<file path="src/rtl/tx_afe_seq.sv">
// TX analog front-end power sequencer: CM generator up, settle, SC buffer up, settle, DAC code live; reverse on power-down.
// Optional macro TX_SEQ_RAMP_EN slews the DAC code by RAMP_STEP per cycle in ON and ramps it to zero before SC power-down.
module tx_afe_seq #(
    parameter int CM_SETTLE_CYC = 64,
    parameter int SC_SETTLE_CYC = 32,
    parameter int CNT_W         = 16,
    parameter int DAC_W         = 10
`ifdef TX_SEQ_RAMP_EN
    ,
    parameter int RAMP_STEP     = 8
`endif
) (
    input  logic             clk,
    input  logic             rst_n,
    input  logic             i_tx_req,
    input  logic [DAC_W-1:0] i_dac_code,
    output logic             o_Tx_CM_en,
    output logic             o_Tx_SC_en,
    output logic [DAC_W-1:0] o_dac_code,
    output logic             o_tx_ready,
    output logic             o_busy,
    output logic [2:0]       o_state
);

    typedef enum logic [2:0] {
        S_OFF   = 3'd0,
        S_CM_UP = 3'd1,
        S_SC_UP = 3'd2,
        S_ON    = 3'd3,
        S_SC_DN = 3'd4,
        S_CM_DN = 3'd5
    } state_e;

    localparam logic [CNT_W-1:0] CM_LOAD = CNT_W'(CM_SETTLE_CYC - 1);
    localparam logic [CNT_W-1:0] SC_LOAD = CNT_W'(SC_SETTLE_CYC - 1);

    state_e             state_q, state_d;
    logic [CNT_W-1:0]   cnt_q, cnt_d;
    logic               cm_en_q, cm_en_d;
    logic               sc_en_q, sc_en_d;
    logic [DAC_W-1:0]   dac_q, dac_d;
    logic               ready_q, ready_d;
    logic               busy_q, busy_d;
    logic               cnt_done;
    logic [CNT_W-1:0]   cnt_dec;

`ifdef TX_SEQ_RAMP_EN
    localparam logic [DAC_W-1:0]    STEP_U = RAMP_STEP[DAC_W-1:0];
    localparam logic signed [DAC_W:0] STEP_S = $signed({1'b0, STEP_U});

    // Difference is taken one bit wider and signed so neither direction can wrap.
    function automatic logic [DAC_W-1:0] ramp_step(input logic [DAC_W-1:0] cur,
                                                   input logic [DAC_W-1:0] tgt);
        logic signed [DAC_W:0] diff;
        diff = $signed({1'b0, tgt}) - $signed({1'b0, cur});
        if (diff > STEP_S)
            return cur + STEP_U;
        else if (diff < -STEP_S)
            return cur - STEP_U;
        else
            return tgt;
    endfunction
`endif

    assign cnt_done = (cnt_q == '0);
    assign cnt_dec  = cnt_q - CNT_W'(1);

    always_comb begin
        state_d = state_q;
        cnt_d   = cnt_q;
        cm_en_d = 1'b0;
        sc_en_d = 1'b0;
        dac_d   = '0;
        ready_d = 1'b0;
        case (state_q)
            S_OFF: begin
                cnt_d = '0;
                if (i_tx_req) begin
                    state_d = S_CM_UP;
                    cnt_d   = CM_LOAD;
                    cm_en_d = 1'b1;
                end
            end
            S_CM_UP: begin
                cm_en_d = 1'b1;
                if (!i_tx_req) begin
                    state_d = S_CM_DN;
                    cnt_d   = CM_LOAD;
                    cm_en_d = 1'b0;
                end else if (cnt_done) begin
                    state_d = S_SC_UP;
                    cnt_d   = SC_LOAD;
                    sc_en_d = 1'b1;
                end else begin
                    cnt_d = cnt_dec;
                end
            end
            S_SC_UP: begin
                cm_en_d = 1'b1;
                sc_en_d = 1'b1;
                if (!i_tx_req) begin
                    state_d = S_SC_DN;
                    cnt_d   = SC_LOAD;
                    sc_en_d = 1'b0;
                end else if (cnt_done) begin
                    state_d = S_ON;
                    cnt_d   = '0;
                    ready_d = 1'b1;
                end else begin
                    cnt_d = cnt_dec;
                end
            end
            S_ON: begin
                cm_en_d = 1'b1;
                sc_en_d = 1'b1;
                ready_d = 1'b1;
`ifdef TX_SEQ_RAMP_EN
                dac_d   = ramp_step(dac_q, i_dac_code);
`else
                dac_d   = i_dac_code;
`endif
                if (!i_tx_req) begin
                    state_d = S_SC_DN;
                    cnt_d   = SC_LOAD;
                    ready_d = 1'b0;
`ifdef TX_SEQ_RAMP_EN
                    // SC stays enabled while the code walks down to zero.
                    sc_en_d = 1'b1;
                    dac_d   = ramp_step(dac_q, '0);
`else
                    sc_en_d = 1'b0;
                    dac_d   = '0;
`endif
                end
            end
            S_SC_DN: begin
                cm_en_d = 1'b1;
`ifdef TX_SEQ_RAMP_EN
                if (sc_en_q) begin
                    // Counter is frozen until SC actually drops.
                    if (dac_q != '0) begin
                        sc_en_d = 1'b1;
                        dac_d   = ramp_step(dac_q, '0);
                    end
                end else if (cnt_done) begin
                    state_d = S_CM_DN;
                    cnt_d   = CM_LOAD;
                    cm_en_d = 1'b0;
                end else begin
                    cnt_d = cnt_dec;
                end
`else
                if (cnt_done) begin
                    state_d = S_CM_DN;
                    cnt_d   = CM_LOAD;
                    cm_en_d = 1'b0;
                end else begin
                    cnt_d = cnt_dec;
                end
`endif
            end
            S_CM_DN: begin
                if (cnt_done) begin
                    state_d = S_OFF;
                    cnt_d   = '0;
                end else begin
                    cnt_d = cnt_dec;
                end
            end
            default: begin
                state_d = S_OFF;
                cnt_d   = '0;
            end
        endcase
        busy_d = (state_d != S_OFF) && (state_d != S_ON);
    end

    always_ff @(posedge clk or negedge rst_n) begin
        if (!rst_n) begin
            state_q <= S_OFF;
            cnt_q   <= '0;
            cm_en_q <= 1'b0;
            sc_en_q <= 1'b0;
            dac_q   <= '0;
            ready_q <= 1'b0;
            busy_q  <= 1'b0;
        end else begin
            state_q <= state_d;
            cnt_q   <= cnt_d;
            cm_en_q <= cm_en_d;
            sc_en_q <= sc_en_d;
            dac_q   <= dac_d;
            ready_q <= ready_d;
            busy_q  <= busy_d;
        end
    end

    assign o_Tx_CM_en = cm_en_q;
    assign o_Tx_SC_en = sc_en_q;
    assign o_dac_code = dac_q;
    assign o_tx_ready = ready_q;
    assign o_busy     = busy_q;
    assign o_state    = state_q;

endmodule

</file>
<file path="config.mk">
export PLATFORM = sky130hd
export DESIGN_NAME = tx_afe_seq
export DESIGN_NICKNAME = d
export VERILOG_FILES = /design/src/rtl/tx_afe_seq.sv
export SDC_FILE = /design/constraint.sdc
export NUM_CORES = 1
export LEC_CHECK = 0
export CORE_MARGIN = 1.5
export CORE_UTILIZATION = 52
export CTS_CLUSTER_DIAMETER = 40
export DETAILED_ROUTE_END_ITERATION = 16
export PLACE_DENSITY = 0.81
export SLEW_MARGIN = 20
export SYNTH_ARGS = -nofsm -noshare
export SYNTH_HDL_FRONTEND = slang
export SYNTH_SLANG_ARGS = --single-unit
</file>
<file path="constraint.sdc">
create_clock -name clk -period 3.1 [get_ports clk]
set_input_delay 0.31 -clock clk [delete_from_list [all_inputs] [get_ports clk]]
set_output_delay 0.31 -clock clk [all_outputs]
set_load 0.02 [all_outputs]
</file>
==> results.json, run 1 <==
{
  "die_w_um": 61.3,
  "grt_max_degree": 34,
  "area_growth_pct": 20.5,
  "hold_path.class": "primary input to async pin",
  "p_leak_nw": 0.843,
  "clock_latency_ns": 0.34,
  "final-seq-area_um2": 826,
  "startpoint": "cnt_q[9]$_DFFE_PN0P_",
  "htreeDepth": 2,
  "coreArea_um2": 3130,
  "max_slew_margin_pct": 57.4,
  "clock_skew_ns": 0.00457,
  "crit_arrival_ns": 2.77,
  "rsz0062_at_grt": "no",
  "synthArstFlopShare_pct": 100,
  "netlist_area_um2": 1770,
  "grt_pass1_vias": 1435,
  "powerDensity_nw_per_um2": 718,
  "routed-via-count": 1511,
  "hold_buffers": 0,
  "max_stage_delay_ns": 0.62,
  "critPathLaunchType": "flop",
  "period_share_pct": 82.7,
  "synth_nets": 195,
  "grt.total_usage_pct": 23.1,
  "multi_input_area_um2": 852,
  "ys_ff_latch": 33,
  "synth_flop_cell": "dfrtp_1",
  "cts.path.max_buffers": 2,
  "vias_per_cell": 6.00,
  "wl_met2_mm": 1.81,
  "avgSynthCellArea_um2": 9.81,
  "num_io_pins": 30,
  "end_kind": "flop",
  "critPathSlowestCell": "or4_1",
  "cts_resized": 0,
  "synth_area_leaders": "dfrtp_1 (47%), a21oi_2 (4.5%), xnor2_1 (4.5%)",
  "synth.most_common_cell": "dfrtp_1",
  "finalNetCount": 222,
  "cts_root_buf": "clkbuf_4",
  "firstDrtPassIters": 4,
  "grt_overflow_total": 0,
  "finalCriticalPeriod_ns": 2.56,
  "post_cts_buffers": 0,
  "reg2reg_from": "cnt_q[9]$_DFFE_PN0P_",
  "die_area_um2": 3750,
  "antenna_found_initial": 0,
  "crit_chain": "or4_4, or4_1, o31ai_1, a211o_2, a22oi_2",
  "dp.final_hpwl_mm": 2.73,
  "routed_wl_mm": 3.83,
  "insertedDiodeCount": 0,
  "top_layer": "met4",
  "fillers": 251,
  "cts_sinks": 33,
  "worst-path-buf-inv": 0,
  "outcome": "completed",
  "vdd_drop_max_v": 0.000471,
  "path_clk_slew_ns": 0.10,
  "cts_tree": "yes",
  "m1WireLength_mm": 1.66,
  "yosys-top-cells-count": "dfrtp_1 (33), nor2_1 (19), and2_1 (11)",
  "max_freq_mhz": 390,
  "synth_edf_count": 0,
  "gp_congestion": 0.837,
  "slew_viol_final": 0,
  "crit_required_ns": 3.31,
  "worst_pin_slew_ns": 0.640,
  "drcViolationCount": 0,
  "initial_core_util_pct": 56.4,
  "yosysSeqAreaShare_pct": 46.8,
  "setup_violations": 0,
  "drv_cap": 0,
  "grt_pass1_wl_mm": 6.37,
  "wl_per_cell_um": 15.2,
  "finalSetupTns_ns": 0,
  "layout-drive-gt1-share_pct": 11.5,
  "port_buffers": 29,
  "crit_fanout": 10,
  "ys_warn_count": 0,
  "critPathKind": "flop to flop",
  "antenna_left": 0,
  "utilization_pct": 68.0,
  "drt_iter0_markers": 101,
  "yosys.area.top_type": "dfrtp_1",
  "die_y_um": 61.3,
  "hold_viol": 0,
  "synth_cell_type_count": 45,
  "path_delay_family": "simple AND/OR/NAND/NOR gates",
  "syn_inst": 180,
  "cts_inserted_buffers": 5,
  "synth_top_area_share_pct": 46.8,
  "wl_met3_um": 285,
  "placementRows": 20
}
[worst reg2reg max path, stage by stage (launching register included)]
cell and delay, ns:
dfrtp_1 0.42, or4_4 0.58, or4_1 0.62, o31ai_1 0.34, a211o_2 0.36, a22oi_2 0.12
[final timing paths]
check	endpoint	cells after the start	slack [ns]
max	cnt_q[6]$_DFFE_PN0P_	5	0.54
min in group clk	o_dac_code[2]$_DFF_PN0_	2	0.51
min	cnt_q[1]$_DFFE_PN0P_	2	0.36
max reg2reg	cnt_q[6]$_DFFE_PN0P_	5	0.54
max in group asynchronous	cnt_q[2]$_DFFE_PN0P_	2	2.45
min reg2reg	cnt_q[15]$_DFFE_PN0P_	2	0.57
[stage by stage]
step / total power, W / cells / worst slack, ns / hold WS, ns / instance area, um^2
2_1_floorplan: 0.00110 / 180 / 0.860 / 0.0144 / 1770
3_3_place_gp: 0.00121 / 244 / 0.664 / 0.556 / 2060
3_5_place_dp: 0.00125 / 244 / 0.573 / 0.562 / 2060
4_1_cts: 0.00153 / 252 / 0.554 / 0.361 / 2130
5_1_grt: 0.00162 / 252 / 0.438 / 0.396 / 2130
6_report: 0.00153 / 252 / 0.535 / 0.357 / 2130
[cell usage in the layout, fill, tap and decap left out, types with 2 or more instances in the layout]
cell type / count
clkbuf_8: 2
nand4_1: 2
a21oi_2: 9
o21a_1: 2
xnor2_1: 9
nand2b_1: 5
o22ai_1: 2
o21ai_1: 4
dfrtp_1: 33
a21oi_1: 6
nand2_1: 6
ha_1: 2
a31oi_1: 2
inv_1: 7
nand3_1: 7
o31ai_1: 2
clkdlybuf4s50_1: 29
a211oi_1: 2
or4_1: 2
nor2_1: 19
o221ai_1: 3
nor2b_1: 2
o211ai_1: 2
and2_1: 11
nor4_1: 5
nor3_1: 9
clkbuf_4: 5
[flip-flops by register name (all words and copies together), names as in the netlist]
signal / count
o_Tx_CM_en: 1
o_Tx_SC_en: 1
o_dac_code: 10
o_state: 3
o_tx_ready: 1
cnt_q: 16
o_busy: 1
[logic make-up (layout without fill, tap and decap cells)]
logic type | Yosys count | in the layout | synth area share, %
adder cells (fa/ha/maj) | 2 | 2 | 1.42
AO/OA/AOI/OAI | 42 | 42 | 17.9
AND/OR/NAND/NOR | 76 | 76 | 24.0
flip-flops | 33 | 33 | 46.8
buffers and inverters | 17 | 45 | 4.96
XOR/XNOR | 10 | 10 | 4.96
[power breakdown]
group / leakage, nW / switching, W / internal [W]
Clock: 0.0413 / 0.000145 / 0.000131
Sequential: 0.424 / 0.000149 / 0.000537
Combinational: 0.378 / 0.000309 / 0.000255
Total: 0.843 / 0.000603 / 0.000923
[area by class of cell]
type                    instances  area share, %
repair buffers                 30           14.0
multi-input cells             130           40.1
flip-flops and latches         33           38.8
well taps                      44           2.59
clock buffers                   7           3.06
inverters                       7           1.24
clock inverters                 1          0.235
[metal layers]
metal,GRT usage [%],vias up
li1,-,701
met1,31.3,733
met2,36.0,70
met3,5.67,7
met4,8.70,0
met5,0,-
Note: power is estimated with default switching activity, not from simulation.
==> run 2: changes to the inputs <==
==> constraint.sdc (replaced) <==
create_clock -name clk -period 2.64 [get_ports clk]
set_input_delay 0.264 -clock clk [delete_from_list [all_inputs] [get_ports clk]]
set_output_delay 0.264 -clock clk [all_outputs]
set_load 0.02 [all_outputs]
==> run 2 against run 1 <==
Total power rose by 23%. Largest power group unchanged. Worst hold slack got worse by 0.045 ns. Cell area grew 1.8%.
==> results.json, run 2 (synthesis gave the netlist of run 1 again) <==
{
  "outcome": "completed",
  "rsz0062_at_grt": "no",
  "vias_per_cell": 5.92,
  "finalNetCount": 224,
  "clock_latency_ns": 0.34,
  "grt_pass1_wl_mm": 6.75,
  "pre_cts_ws_ns": 0.125,
  "largest_reg_flops": 16,
  "whs_ns": 0.312,
  "max_slew_margin_pct": 59.4,
  "layout-drive-gt1-share_pct": 11.9,
  "period_share_pct": 95.4,
  "fillers": 245,
  "max_freq_mhz": 397,
  "drt_iter0_markers": 85,
  "cts.path.max_buffers": 2,
  "crit_required_ns": 2.85,
  "cts_sinks": 33,
  "worst_pin_slew_ns": 0.609,
  "hold_buffers": 0,
  "path_clk_slew_ns": 0.11,
  "critPathKind": "flop to flop",
  "die_w_um": 61.3,
  "grt.total_usage_pct": 24.5,
  "vdd_drop_max_v": 0.000477,
  "cts_root_buf": "clkbuf_4",
  "setup_violations": 0,
  "final-seq-area_um2": 826,
  "max_stage_delay_ns": 0.63,
  "p_leak_nw": 0.858,
  "cts_inserted_buffers": 5,
  "grt_max_degree": 34,
  "routed-via-count": 1504,
  "hold_viol": 0,
  "post_dp_cell_area_um2": 2070,
  "finalSetupTns_ns": 0,
  "num_io_pins": 30,
  "finalWorstSetupSlack_ns": 0.121,
  "layout_commonest_cell": "dfrtp_1",
  "grt_overflow_total": 0,
  "initial_core_util_pct": 56.4,
  "slew_viol_final": 0,
  "fin_area_um2": 2160,
  "crit_fanout": 10,
  "coreArea_um2": 3130,
  "htreeDepth": 2,
  "die_y_um": 61.3,
  "antenna_found_initial": 0,
  "gp_congestion": 0.851,
  "routed_wl_mm": 4.06,
  "drcViolationCount": 0,
  "wl_per_cell_um": 16.0,
  "path_delay_family": "simple AND/OR/NAND/NOR gates",
  "finalCriticalPeriod_ns": 2.52,
  "drv_cap": 0,
  "clock_skew_ns": 0.00938,
  "cts_tree": "yes",
  "worst-path-buf-inv": 0,
  "insertedDiodeCount": 0,
  "port_buffers": 29,
  "placementRows": 20,
  "rrSetupSlack_ns": 0.12,
  "crit_chain": "or4_4, or4_1, o31ai_1, a211o_4, a22oi_2",
  "critPathLaunchType": "flop",
  "critPathSlowestCell": "or4_1",
  "hold_path.class": "primary input to async pin",
  "layout_common_cells": "dfrtp_1 (33), clkdlybuf4s50_1 (29), nor2_1 (19), and2_1 (11)",
  "area_growth_pct": 22.6,
  "grt_pass1_vias": 1456,
  "powerDensity_nw_per_um2": 866,
  "regMostFlops": "cnt_q",
  "antenna_left": 0,
  "multi_input_area_um2": 860,
  "crit_arrival_ns": 2.73,
  "firstDrtPassIters": 4,
  "die_area_um2": 3750,
  "end_kind": "flop",
  "dp.final_hpwl_mm": 2.86
}
## run 2: changes by cell type in the layout (fill, tap and decap cells not counted), sizes merged
| cell | previous run | this run |
|---|---|---|
| buf | 1 | 3 |
| bufinv | 0 | 1 |
| clkinv | 1 | 0 |
## run 2: cell type report
class,count,area share (%)
multi-input cells,130,39.7
flip-flops and latches,33,38.2
repair buffers,32,14.5
clock buffers,7,2.54
well taps,44,2.54
clock inverters,1,1.39
inverters,7,1.21
## run 2: what timing repair did
item	in CTS	in global routing
setup buffers	0	0
setup endpoints to repair	0	1
hold endpoints to repair	0	0
resized for setup	0	1
## run 2: power breakdown
part	internal (W)	switching [W]	leakage [nW]
Clock	0.000226	0.000174	0.0455
Sequential	0.000630	0.000177	0.424
Combinational	0.000302	0.000366	0.389
## run 2: through the flow
stage	instances	util, %	total power [W]
6_report	254	69.2	0.00188
5_1_grt	254	69.2	0.00199
4_1_cts	254	69.0	0.00187
3_5_place_dp	246	66.2	0.00147
3_3_place_gp	246	66.2	0.00143
2_1_floorplan	180	-	0.00129
## run 2: path summary, 6_finish.rpt
kind,start,end,cells past startpoint
min,rst_n,o_state[0]$_DFF_PN0_,2
min in group clk,i_dac_code[6],o_dac_code[6]$_DFF_PN0_,2
max reg2reg,cnt_q[9]$_DFFE_PN0P_,cnt_q[6]$_DFFE_PN0P_,5
max,cnt_q[9]$_DFFE_PN0P_,cnt_q[6]$_DFFE_PN0P_,5
min reg2reg,cnt_q[15]$_DFFE_PN0P_,cnt_q[15]$_DFFE_PN0P_,2
max in group asynchronous,rst_n,o_dac_code[6]$_DFF_PN0_,2
## run 2: layer usage
metal / share of wire (%) / routed length, um / GRT usage, %
met1: 42 / 1690 / 33.2
met2: 50 / 2040 / 39.1
met3: 7.1 / 287 / 7.35
met4: 1.0 / 42 / 5.59
met5: 0 / 0 / 0
==> run 3: changes to the inputs <==
--- a/config.mk
+++ b/config.mk
@@ -9,7 +9,7 @@
 export CORE_UTILIZATION = 52
 export CTS_CLUSTER_DIAMETER = 40
 export DETAILED_ROUTE_END_ITERATION = 16
-export PLACE_DENSITY = 0.81
+export PLACE_DENSITY = 0.79
 export SLEW_MARGIN = 20
 export SYNTH_ARGS = -nofsm -noshare
 export SYNTH_HDL_FRONTEND = slang
==> run 3 against run 2 <==
Cell area up 0.98%. Routed wire length down 1.2%. Setup slack better by 0.11 ns. First-iteration DRC count down 47%. Sequential share of layout area down 0.37 points. Fmax up 4.6%. Critical path type unchanged. Largest cell class unchanged. Highest routed layer unchanged.
==> results.json, run 3 (synthesis gave the netlist of run 1 again) <==
{
  "outcome": "completed",
  "antenna_found_initial": 0,
  "area_growth_pct": 23.8,
  "grt_max_degree": 34,
  "max_freq_mhz": 415,
  "clock_skew_ns": 0.0131,
  "grt_overflow_total": 0,
  "grt_pass1_vias": 1425,
  "seq_power_share_pct": 40.9,
  "setup_violations": 0,
  "die_area_um2": 3750,
  "firstDrtPassIters": 5,
  "num_io_pins": 30,
  "hold_buffers": 0,
  "finalNetCount": 225,
  "routed-via-count": 1467,
  "rsz0062_at_grt": "no",
  "whs_ns": 0.311,
  "gp_congestion": 0.893,
  "crit_arrival_ns": 2.63,
  "drv_cap": 0,
  "p_sw_share_pct": 36.8,
  "crit_chain": "or4_4, or4_4, o21ai_1, a211o_2, a22oi_2",
  "insertedDiodeCount": 0,
  "cts_tree": "yes",
  "max_slew_margin_pct": 61.3,
  "drcViolationCount": 0,
  "coreArea_um2": 3130,
  "vias_per_cell": 5.75,
  "critPathKind": "flop to flop",
  "placedCellCount": 247,
  "dp.final_hpwl_mm": 2.81,
  "p_leak_nw": 0.873,
  "powerDensity_nw_per_um2": 898,
  "largest_reg_flops": 16,
  "cts_sinks": 33,
  "placementRows": 20,
  "layout_commonest_cell": "dfrtp_1",
  "internal_power_w": 0.00124,
  "die_w_um": 61.3,
  "cts_root_buf": "clkbuf_4",
  "port_buffers": 29,
  "critPathSlowestCell": "or4_4",
  "period_share_pct": 91.2,
  "clkPwrFrac_pct": 23.8,
  "slew_viol_final": 0,
  "antenna_left": 0,
  "end_kind": "flop",
  "utilization_pct": 69.9,
  "layout-drive-gt1-share_pct": 13.3,
  "cts_inserted_buffers": 5,
  "finalSetupTns_ns": 0,
  "finish.cell_count_without_fillers": 255,
  "hold_path.class": "primary input to async pin",
  "initial_core_util_pct": 56.4,
  "cts.path.max_buffers": 2,
  "vdd_drop_max_v": 0.000480,
  "htreeDepth": 2,
  "crit_fanout": 10,
  "path_clk_slew_ns": 0.11,
  "hold_viol": 0,
  "cp_common_cell": "or4_4",
  "power_w": 0.00196,
  "die_y_um": 61.3,
  "p_comb_share_pct": 35.3,
  "crit_required_ns": 2.86,
  "max_stage_delay_ns": 0.59,
  "fillers": 287,
  "critPathLaunchType": "flop",
  "wl_per_cell_um": 15.7,
  "worst_pin_slew_ns": 0.580,
  "regMostFlops": "cnt_q",
  "layout_common_cells": "dfrtp_1 (33), clkdlybuf4s50_1 (29), nor2_1 (19), and2_1 (11)",
  "grt_pass1_wl_mm": 6.35,
  "p_sw_w": 0.000723,
  "routed_wl_mm": 4.01,
  "drt_iter0_markers": 45,
  "clock_latency_ns": 0.35,
  "finalCriticalPeriod_ns": 2.41,
  "grt.total_usage_pct": 23.3
}
-- run 3: changes by cell type in the layout (fill, tap and decap cells not counted) --
cell	previous run	this run
clkbuf_1	1	0
clkbuf_8	1	0
a211o_2	0	1
clkinv_2	0	1
bufinv_16	1	2
buf_4	3	4
or4_4	1	2
or4_1	2	1
a211o_4	1	0
-- run 3: layer usage --
| metal | part of all wire (%) | track usage, % | vias to the layer above |
|---|---|---|---|
| li1 | - | - | 709 |
| met1 | 44 | 30.1 | 693 |
| met2 | 48 | 37.7 | 53 |
| met3 | 5.4 | 5.88 | 12 |
| met4 | 2.0 | 8.70 | 0 |
| met5 | 0 | 0 | - |
-- run 3: repair_timing --
action / CTS / global route
resized for setup: 0 / 1
endpoints found under the setup margin: 0 / 1
buffers inserted: 0 / 0
endpoints found under the hold margin: 0 / 0
-- run 3: power groups by stage --
stage	clock network, W	logic (W)	registers (W)
CTS	0.000477	0.000684	0.000799
global route	0.000494	0.000763	0.000823
finish	0.000467	0.000693	0.000803
detailed placement	0	0.000672	0.000806
global placement	0	0.000649	0.000797
floorplan	0	0.000528	0.000766
-- run 3: worst max-delay path: cells and delay by family, from the launching register on --
| kind | cells | cell delay, ns |
|---|---|---|
| and+or+nand+nor | 2 | 1.11 |
| DFF | 1 | 0.43 |
| AOI/OAI and AO/OA | 3 | 0.74 |
-- run 3: final cells by class --
cell class	count	area (um^2)	share of cell area, %
Tap cell	44	55.1	2.52
Clock inverter	3	65.1	2.98
Inverter	7	26.3	1.20
Sequential cell	33	826	37.8
Clock buffer	5	37.5	1.72
Timing Repair Buffer	33	320	14.7
Multi-Input combinational cell	130	856	39.2
-- run 3: path summary, 6_finish.rpt --
kind	from	end	slack (ns)	depth (start not counted)
worst max-delay path	cnt_q[9]$_DFFE_PN0P_	cnt_q[6]$_DFFE_PN0P_	0.23	5
worst max register to register	cnt_q[9]$_DFFE_PN0P_	cnt_q[6]$_DFFE_PN0P_	0.23	5
worst min register to register	cnt_q[6]$_DFFE_PN0P_	cnt_q[6]$_DFFE_PN0P_	0.58	2
max in group asynchronous	rst_n	o_tx_ready$_DFF_PN0_	2.02	2
min in group clk	i_dac_code[2]	o_dac_code[2]$_DFF_PN0_	0.47	2
worst min-delay path	rst_n	cnt_q[14]$_DFFE_PN0P_	0.31	2
-- run 3: stage by stage --
stage	setup slack (ns)	area, um^2
after floorplan	0.400	1770
final	0.232	2190
after detailed placement	0.134	2080
after global routing	0.150	2190
after CTS	0.103	2180
after global placement	0.204	2080
